===== config.mk =====
export PLATFORM = sky130hd
export DESIGN_NAME = itcm_boot_loader
export DESIGN_NICKNAME = d
export VERILOG_FILES = /design/src/rtl/itcm_boot_loader_pkg.sv /design/src/rtl/itcm_word_assembler.sv /design/src/rtl/itcm_boot_loader.sv
export SDC_FILE = /design/constraint.sdc
export NUM_CORES = 1
export LEC_CHECK = 0
export BUFFER_PORTS_ARGS = -buffer_cell sky130_fd_sc_hd__buf_4
export CORE_ASPECT_RATIO = 0.8
export CORE_MARGIN = 2
export CORE_UTILIZATION = 40
export CTS_CLUSTER_SIZE = 20
export DETAILED_ROUTE_END_ITERATION = 16
export HOLD_SLACK_MARGIN = 0.06
export PLACE_DENSITY = 0.59
export SETUP_SLACK_MARGIN = 0.4
export SYNTH_ARGS = -nofsm -noshare
export SYNTH_HDL_FRONTEND = slang
export SYNTH_SLANG_ARGS = --single-unit
export TNS_END_PERCENT = 50

===== constraint.sdc =====
create_clock -name HCLK -period 3.2 [get_ports HCLK]
set_input_delay 0.16 -clock HCLK [delete_from_list [all_inputs] [get_ports HCLK]]
set_output_delay 0.16 -clock HCLK [all_outputs]
set_load 0.005 [all_outputs]

===== src/rtl/itcm_boot_loader_pkg.sv =====
// Shared types and constants for the ITCM serial boot loader.
package itcm_boot_loader_pkg;

    typedef enum logic [2:0] {
        IDLE,
        CNT_LO,
        CNT_HI,
        DATA,
        WRITE,
        CSUM,
        DONE,
        ERR
    } loader_state_e;

    localparam logic [7:0] BOOT_MAGIC     = 8'hA5;
    localparam int         BYTES_PER_WORD = 4;

endpackage


===== src/rtl/itcm_word_assembler.sv =====
// Packs little-endian stream bytes into 32-bit words and keeps the mod-256 byte sum.
module itcm_word_assembler (
    input  logic        clk,
    input  logic        rst_n,
    input  logic        clear_i,
    input  logic        load_i,
    input  logic [7:0]  byte_i,
    output logic [31:0] word_o,
    output logic [7:0]  sum_o,
    output logic        last_o
);
    import itcm_boot_loader_pkg::*;

    localparam int LW = $clog2(BYTES_PER_WORD);

    logic [LW-1:0] lane_q;
    logic [31:0]   word_q;
    logic [7:0]    sum_q;

    // Shifting in from the top leaves byte i in lane i once the word is complete.
    always_ff @(posedge clk or negedge rst_n) begin
        if (!rst_n) begin
            lane_q <= '0;
            word_q <= '0;
            sum_q  <= '0;
        end else if (clear_i) begin
            lane_q <= '0;
            word_q <= '0;
            sum_q  <= '0;
        end else if (load_i) begin
            lane_q <= lane_q + 1'b1;
            word_q <= {byte_i, word_q[31:8]};
            sum_q  <= sum_q + byte_i;
        end
    end

    assign word_o = word_q;
    assign sum_o  = sum_q;
    assign last_o = (lane_q == LW'(BYTES_PER_WORD - 1));

endmodule


===== src/rtl/itcm_boot_loader.sv =====
// Serial boot-image loader: owns the ITCM port while a framed image is written,
// holding the CPU in reset until the checksum has been verified.
module itcm_boot_loader #(
    parameter int AW      = 14,
    parameter int TIMEOUT = 27000000,
    parameter int TMO_W   = 25
) (
    input  logic          HCLK,
    input  logic          HRESETn,
    input  logic [7:0]    RX_DATA,
    input  logic          RX_VALID,
    output logic          RX_READY,
    input  logic [AW-1:0] BUS_ADDR,
    input  logic [31:0]   BUS_WDATA,
    input  logic [3:0]    BUS_WEN,
    input  logic          BUS_CS,
    output logic [31:0]   BUS_RDATA,
    output logic [AW-1:0] TCM_ADDR,
    output logic [31:0]   TCM_WDATA,
    output logic [3:0]    TCM_WEN,
    output logic          TCM_CS,
    input  logic [31:0]   TCM_RDATA,
    output logic          CPU_HOLD,
    output logic          LOAD_BUSY,
    output logic          LOAD_DONE,
    output logic          LOAD_ERR
);
    import itcm_boot_loader_pkg::*;

    loader_state_e    state_q;
    logic             cpu_hold_q, busy_q, done_q, err_q;
    logic [AW:0]      idx_q, cnt_q;
    logic [7:0]       cnt_lo_q;
    logic [TMO_W-1:0] tmo_q;

    logic        accept, is_magic, bus_owns, timed_state, tmo_hit;
    logic        asm_clear, asm_load, asm_last;
    logic [31:0] asm_word;
    logic [7:0]  asm_sum;
    logic [16:0] n_full, n_limit;

    assign bus_owns    = (state_q == IDLE) || (state_q == ERR);
    assign RX_READY    = (state_q != WRITE);
    assign accept      = RX_VALID & RX_READY;
    assign is_magic    = (RX_DATA == BOOT_MAGIC);
    assign timed_state = (state_q == CNT_LO) || (state_q == CNT_HI) ||
                         (state_q == DATA)   || (state_q == CSUM);
    assign tmo_hit     = timed_state && !accept && (tmo_q == TMO_W'(TIMEOUT - 1));
    assign n_full      = {1'b0, RX_DATA, cnt_lo_q};
    assign n_limit     = 17'd1 << AW;
    assign asm_clear   = accept && is_magic &&
                         (bus_owns || (state_q == DONE));
    assign asm_load    = accept && (state_q == DATA);

    itcm_word_assembler u_asm (
        .clk     (HCLK),
        .rst_n   (HRESETn),
        .clear_i (asm_clear),
        .load_i  (asm_load),
        .byte_i  (RX_DATA),
        .word_o  (asm_word),
        .sum_o   (asm_sum),
        .last_o  (asm_last)
    );

    // Timer reads 1 in the cycle after an accept, so ERR lands exactly TIMEOUT cycles later.
    always_ff @(posedge HCLK or negedge HRESETn) begin
        if (!HRESETn) begin
            state_q    <= IDLE;
            cpu_hold_q <= 1'b0;
            busy_q     <= 1'b0;
            done_q     <= 1'b0;
            err_q      <= 1'b0;
            idx_q      <= '0;
            cnt_q      <= '0;
            cnt_lo_q   <= '0;
            tmo_q      <= '0;
        end else begin
            done_q <= 1'b0;
            if (accept)
                tmo_q <= TMO_W'(1);
            else if (tmo_q != '1)
                tmo_q <= tmo_q + 1'b1;

            if (tmo_hit) begin
                state_q <= ERR;
                err_q   <= 1'b1;
                busy_q  <= 1'b0;
            end else begin
                case (state_q)
                    IDLE, ERR, DONE: begin
                        if (accept && is_magic) begin
                            state_q    <= CNT_LO;
                            cpu_hold_q <= 1'b1;
                            busy_q     <= 1'b1;
                            err_q      <= 1'b0;
                            idx_q      <= '0;
                        end else if (state_q == DONE) begin
                            state_q <= IDLE;
                        end
                    end
                    CNT_LO: begin
                        if (accept) begin
                            cnt_lo_q <= RX_DATA;
                            state_q  <= CNT_HI;
                        end
                    end
                    CNT_HI: begin
                        if (accept) begin
                            if (n_full > n_limit) begin
                                state_q <= ERR;
                                err_q   <= 1'b1;
                                busy_q  <= 1'b0;
                            end else if (n_full == '0) begin
                                state_q <= CSUM;
                            end else begin
                                cnt_q   <= n_full[AW:0];
                                state_q <= DATA;
                            end
                        end
                    end
                    DATA: begin
                        if (accept && asm_last)
                            state_q <= WRITE;
                    end
                    WRITE: begin
                        idx_q   <= idx_q + 1'b1;
                        state_q <= ((idx_q + 1'b1) == cnt_q) ? CSUM : DATA;
                    end
                    CSUM: begin
                        if (accept) begin
                            busy_q <= 1'b0;
                            if (RX_DATA == asm_sum) begin
                                state_q    <= DONE;
                                done_q     <= 1'b1;
                                cpu_hold_q <= 1'b0;
                            end else begin
                                state_q <= ERR;
                                err_q   <= 1'b1;
                            end
                        end
                    end
                    default: state_q <= IDLE;
                endcase
            end
        end
    end

    // Bus requests are dropped entirely while the loader owns the macro.
    always_comb begin
        if (bus_owns) begin
            TCM_ADDR  = BUS_ADDR;
            TCM_WDATA = BUS_WDATA;
            TCM_WEN   = BUS_WEN & {4{BUS_CS}};
            TCM_CS    = BUS_CS;
        end else begin
            TCM_ADDR  = idx_q[AW-1:0];
            TCM_WDATA = asm_word;
            TCM_WEN   = {4{state_q == WRITE}};
            TCM_CS    = (state_q == WRITE);
        end
    end

    assign BUS_RDATA = TCM_RDATA;
    assign CPU_HOLD  = cpu_hold_q;
    assign LOAD_BUSY = busy_q;
    assign LOAD_DONE = done_q;
    assign LOAD_ERR  = err_q;

endmodule


After elaboration in Yosys (flattened, before gate mapping). Cells that the tools add are included.

Add/subtract/negate cells: 4. Reductions and logical operators: 27. Eq/ne operators: 25. $lt $le $gt $ge: 1. Mux-type cells: 46. Bitwise operators: 5.

Operators by type and width (number): $mux 32 (3); $mux 25 (2); $mux 3 (10); $pmux 15 s2 (1); $add 25x1->25 const B (1); $eq 25x25->1 const B (1); $ne 25x25->1 const B (1); $reduce_and 5->1 (4); $mux 1 (19); $ne 3x3->1 const B (6); $pmux 3 s6 (1); $logic_not 17->1 (1); $gt 16x15->1 const B (1); $mux 8 (2); $add 15x1->15 const B (1); $eq 15x15->1 (1); $mux 15 (1); $mux 14 (1); $eq 3x3->1 const B (4); $add 8x8->8 (1); $eq 8x8->1 (1); $eq 8x8->1 const B (1); $reduce_bool 2->1 (4); $eq 3x2->1 const B (2); other kinds (22) (38).

Output and inout port bits: 88. Register bits after elaboration: 112. Logic and storage cells: 120. Bits of input ports: 94.

Depth between registers and ports, before layout.
Depth after elaboration: 8. Depth in mapped cells: 11.

Cells and area by module. Synthesis repeated with hierarchy kept, for this count alone.

Cells, all modules: 695. Area, all modules: 6796.5 um2.

Modules (own cells, without submodules): itcm_boot_loader (times used 1, seq. area each 1751.7 um2, area each 4772.1 um2, cells each 517); itcm_word_assembler (times used 1, seq. area each 1051.0 um2, area each 2024.4 um2, cells each 178).

Worst setup path before layout. No wires, ideal clock.

Kind: register to register. From: register idx_q[0]. To: register state_q[1]. Setup slack: 0.630 ns. Period minus slack after synthesis: 2.570 ns. Path buffers: 2. Data required time: 3.082 ns. Arrival time: 2.451 ns. Stages on the path, launching flop included: 9. Setup time: 0.118 ns. Cells stage by stage: dfrtp_1 > clkbuf_8 > nand2_1 > buf_2 > or3_2 > xnor2_1 > a2111o_1 > or4_4 > a21o_1.

Cells in the longest elaborated chain, start to end: 5.

RTL lines: from (decl) (RTL line itcm_boot_loader.sv:32) `logic [AW:0] idx_q, cnt_q;`; from (signal assigned) (RTL line itcm_boot_loader.sv:127) `idx_q <= idx_q + 1'b1;`; $add 15x1->15 (RTL line itcm_boot_loader.sv:128) `state_q <= ((idx_q + 1'b1) == cnt_q) ? CSUM : DATA;`; $eq 15x15->1 (RTL line itcm_boot_loader.sv:128); $mux 3 (RTL line itcm_boot_loader.sv:128); $pmux 3 s6 (RTL line itcm_boot_loader.sv:90) `case (state_q)`; $mux 3 (RTL line itcm_boot_loader.sv:85) `if (tmo_hit) begin`; to (signal assigned) (RTL line itcm_boot_loader.sv:128); to (decl) (RTL line itcm_boot_loader.sv:30) `loader_state_e state_q;`.

Every way passes these cells. A chain may end at the register's enable or synchronous reset.

Worst setup path after layout.
From: register idx_q[5]. To: register state_q[1].

Same word-level chain as after synthesis.

==> out/metrics.yaml <==
worst_setup_path:
  slowest_stage: "dfrtp_1"
  worstPathCellList: "nand4_4 -> or3_2 -> xnor2_1 -> a2111o_1 -> or4_4 -> a21o_1"
  startpoint_type: "flop"
  crit_buf_inv: 0
  rr_worst_depth: 6
  path_class: "reg2reg"
  slowest_delay_ns: 0.56
  crit_family: "simple AND/OR/NAND/NOR gates"
  cp.required_ns: 3.44
  arrival_ns: 2.97
  worst-path-stages: 6
  crit_fanout: 10
  cp-end-kind: "flop"
sta:
  clock_skew_ns: 0.00840
  drv_slew: 0
  achievable-frequency_mhz: 367
  slew_headroom_pct: 32.9
  tns_ns: 0
  fin_hold_ws_ns: 0.0819
  setup_viol: 0
  timing.final.ws_setup_ns: 0.476
  finalHoldViolations: 0
  post-route-period-util_pct: 85.1
  fin_crit_ns: 2.72
  rsz0062_at_grt: "true"
  worstMarginPinSlew_ns: 1.01
logic_synthesis:
  ys.flop_type: "dfrtp_1"
  synth_mux_area_share_pct: 11.4
  synth.largest_area_cell: "dfrtp_1"
  synth_top_family_by_area: "simple AND/OR/NAND/NOR gates"
  synthAdderAreaFrac_pct: 2.29
  synth_common_cells: "dfrtp_1 (112), nand2_1 (112), o21ai_0 (75)"
  syn_nets: 835
  synth_cell_types: 66
  synthesis.instances: 730
  ys_seq_area_share_pct: 41.4
  yosys.area_share.simple_pct: 19.4
  synthXorXnorAreaFrac_pct: 4.91
  avgSynthCellArea_um2: 9.28
  synthesis.area_mm2: 0.00678
  yosys_warnings: 0
  yosysTopAreaCellShare_pct: 41.4
  synth_seq_cells: 112
  synth_compound_area_share_pct: 13.3
  async_reset_ff_share_pct: 100
  synth_edf_count: 0
  yosys-top-cells-area: "dfrtp_1 (41%), mux2_2 (11%), nand2_1 (6.2%), o21ai_0 (5.5%), buf_4 (3.5%)"
worst_hold_path:
  min_path_cells: 3
  hold_class: "in2reg"
layout:
  diodes: 0
  multi_input_area_mm2: 0.00350
  area_delta_synth_final_pct: 17.3
  final_nets: 904
  stdcell_count: 1024
  drive_above_1_share_pct: 29.0
  seqCellArea_mm2: 0.00281
  design_area_mm2: 0.00795
  utilization_pct: 48.0
  fillers: 1582
clock_network:
  htreeDepth: 3
  numCtsBuffers: 9
  clock_tree.buffer_depth: 2
  cts_root_buffer: "clkbuf_16"
  path_clk_slew_ns: 0.08
  clock_sinks: 112
  cts_tree: "yes"
  clk_latency_ns: 0.35
floorplanning:
  coreArea_mm2: 0.0166
  dieArea_mm2: 0.0180
  die_h_um: 120
  die_w_um: 150
  ios: 182
  rows: 42
  start_util_pct: 40.9
pwr:
  p_per_area_mw_per_mm2: 864
  seqPwrFrac_pct: 36.7
  p_leak_nw: 3.52
  finalPower_mw: 6.87
  power.switching_mw: 2.60
  cellInternalPower_mw: 4.26
  clock_power_share_pct: 17.4
  ir_drop_v: 0.000360
  pwr-share-comb_pct: 45.9
  swShare_pct: 37.9
placement:
  dp_cells: 1006
  gp_congestion: 0.822
  io_buffers: 117
  place_area_mm2: 0.00760
  pre_cts_ws_ns: 0.339
  dp_hpwl_um: 12500
drt:
  vias: 5627
  first_iter_violations: 297
  ant_nets: 0
  drc: 0
  wire_per_inst_um: 16.9
  drtPass1Iterations: 5
  vias_per_cell: 5.50
  drt-total-wl_um: 17300
global_route:
  antenna_found_initial: 0
  grt_util_met2_pct: 29.6
  grt-ovfl-total: 0
  grt.met3_usage_pct: 3.58
  grt_first_pass_wirelength_um: 27900
  first_global_vias: 5377
  grt_util_met1_pct: 28.1
  grtUsageTotal_pct: 19.3
  grt_start_max_net_pins: 81
  busiest_layer: "met2"
flow_run:
  maxCapViolCount: 0
run_status:
  outcome: "complete, no violations"
placed cells by master (no fill, tap or decap), drive strengths merged, types with 3 or more instances in the layout:
cell type / Yosys / routed
nand2b: 4 / 4
a211oi: 3 / 3
mux2: 67 / 67
inv: 13 / 16
o21ai: 75 / 75
clkbuf: 37 / 10
and4: 6 / 6
nand3: 19 / 19
o31ai: 3 / 3
o22ai: 7 / 7
xor2: 21 / 21
and2: 4 / 4
a31oi: 4 / 4
and3: 12 / 12
ha: 10 / 10
a2111oi: 5 / 5
nand2: 112 / 112
dfrtp: 112 / 112
or3: 11 / 11
nor3: 15 / 15
nor2: 42 / 42
nand4: 13 / 13
nor2b: 8 / 8
buf: 38 / 132
xnor2: 17 / 17
or4: 3 / 3
o21a: 5 / 5
nor4: 10 / 10
o41ai: 3 / 3
a21oi: 18 / 18
a21o: 6 / 6
cell families after synthesis:
| logic type | Yosys count |
|---|---|
| simple gates | 264 |
| fa+ha+maj | 12 |
| mux | 69 |
| buf+inv | 88 |
| compound gates | 147 |
| xor+xnor | 38 |
| flops | 112 |
flip-flops by register name, summed over array words and instances (netlist names):
signal        flops
state_q           3
LOAD_BUSY         1
idx_q            15
tmo_q            25
CPU_HOLD          1
LOAD_ERR          1
cnt_lo_q          8
LOAD_DONE         1
cnt_q            15
u_asm.word_o     32
u_asm.lane_q      2
u_asm.sum_o       8
final cells by class:
type | count | area share [%]
Clock buffer | 10 | 3.01
Clock inverter | 6 | 0.944
Inverter | 13 | 0.614
Multi-Input combinational cell | 530 | 44.0
Sequential cell | 112 | 35.3
Tap cell | 220 | 3.46
Timing Repair Buffer | 133 | 12.6
metal layers:
metal / up-vias / routed length (um) / share of wire [%]
met5: - / 0 / 0
met4: 0 / 293 / 1.7
met3: 41 / 791 / 4.6
met2: 128 / 7770 / 45
met1: 2766 / 8460 / 49
li1: 2692 / - / -
power groups by stage:
stage / Clock (mW) / Combinational [mW] / Sequential (mW)
6_report: 1.19 / 3.15 / 2.52
5_1_grt: 1.29 / 3.49 / 2.61
4_1_cts: 1.23 / 3.15 / 2.52
3_5_place_dp: 0 / 3.14 / 2.55
3_3_place_gp: 0 / 3.09 / 2.52
2_1_floorplan: 0 / 2.20 / 2.26
worst reg2reg max path, cell delays in order (launching register included):
cell and delay, ns:
dfrtp_1 0.56, nand4_4 0.22, or3_2 0.56, xnor2_1 0.16, a2111o_1 0.38, or4_4 0.54
a21o_1 0.19
final timing paths:
path | start | to | slack, ns
min reg2reg | u_asm.lane_q[0] | u_asm.lane_q[0] | 0.51
max in group asynchronous | HRESETn | idx_q[2] | 1.85
min | RX_DATA[4] | u_asm.word_o[28] | 0.08
max | idx_q[5] | state_q[1] | 0.48
max reg2reg | idx_q[5] | state_q[1] | 0.48
min in group asynchronous | HRESETn | u_asm.word_o[19] | 0.52
timing repair:
| item | 4_1_cts | 5_1_grt |
|---|---|---|
| gates resized for setup | 1 | 5 |
| endpoints found under the hold margin | 78 | 0 |
| hold buffers | 1 | 0 |
| endpoints found under the setup margin | 2 | 48 |
| buffers inserted | 1 | 0 |
| pin swaps | 1 | 1 |
Power figures use the tool's default switching activity.
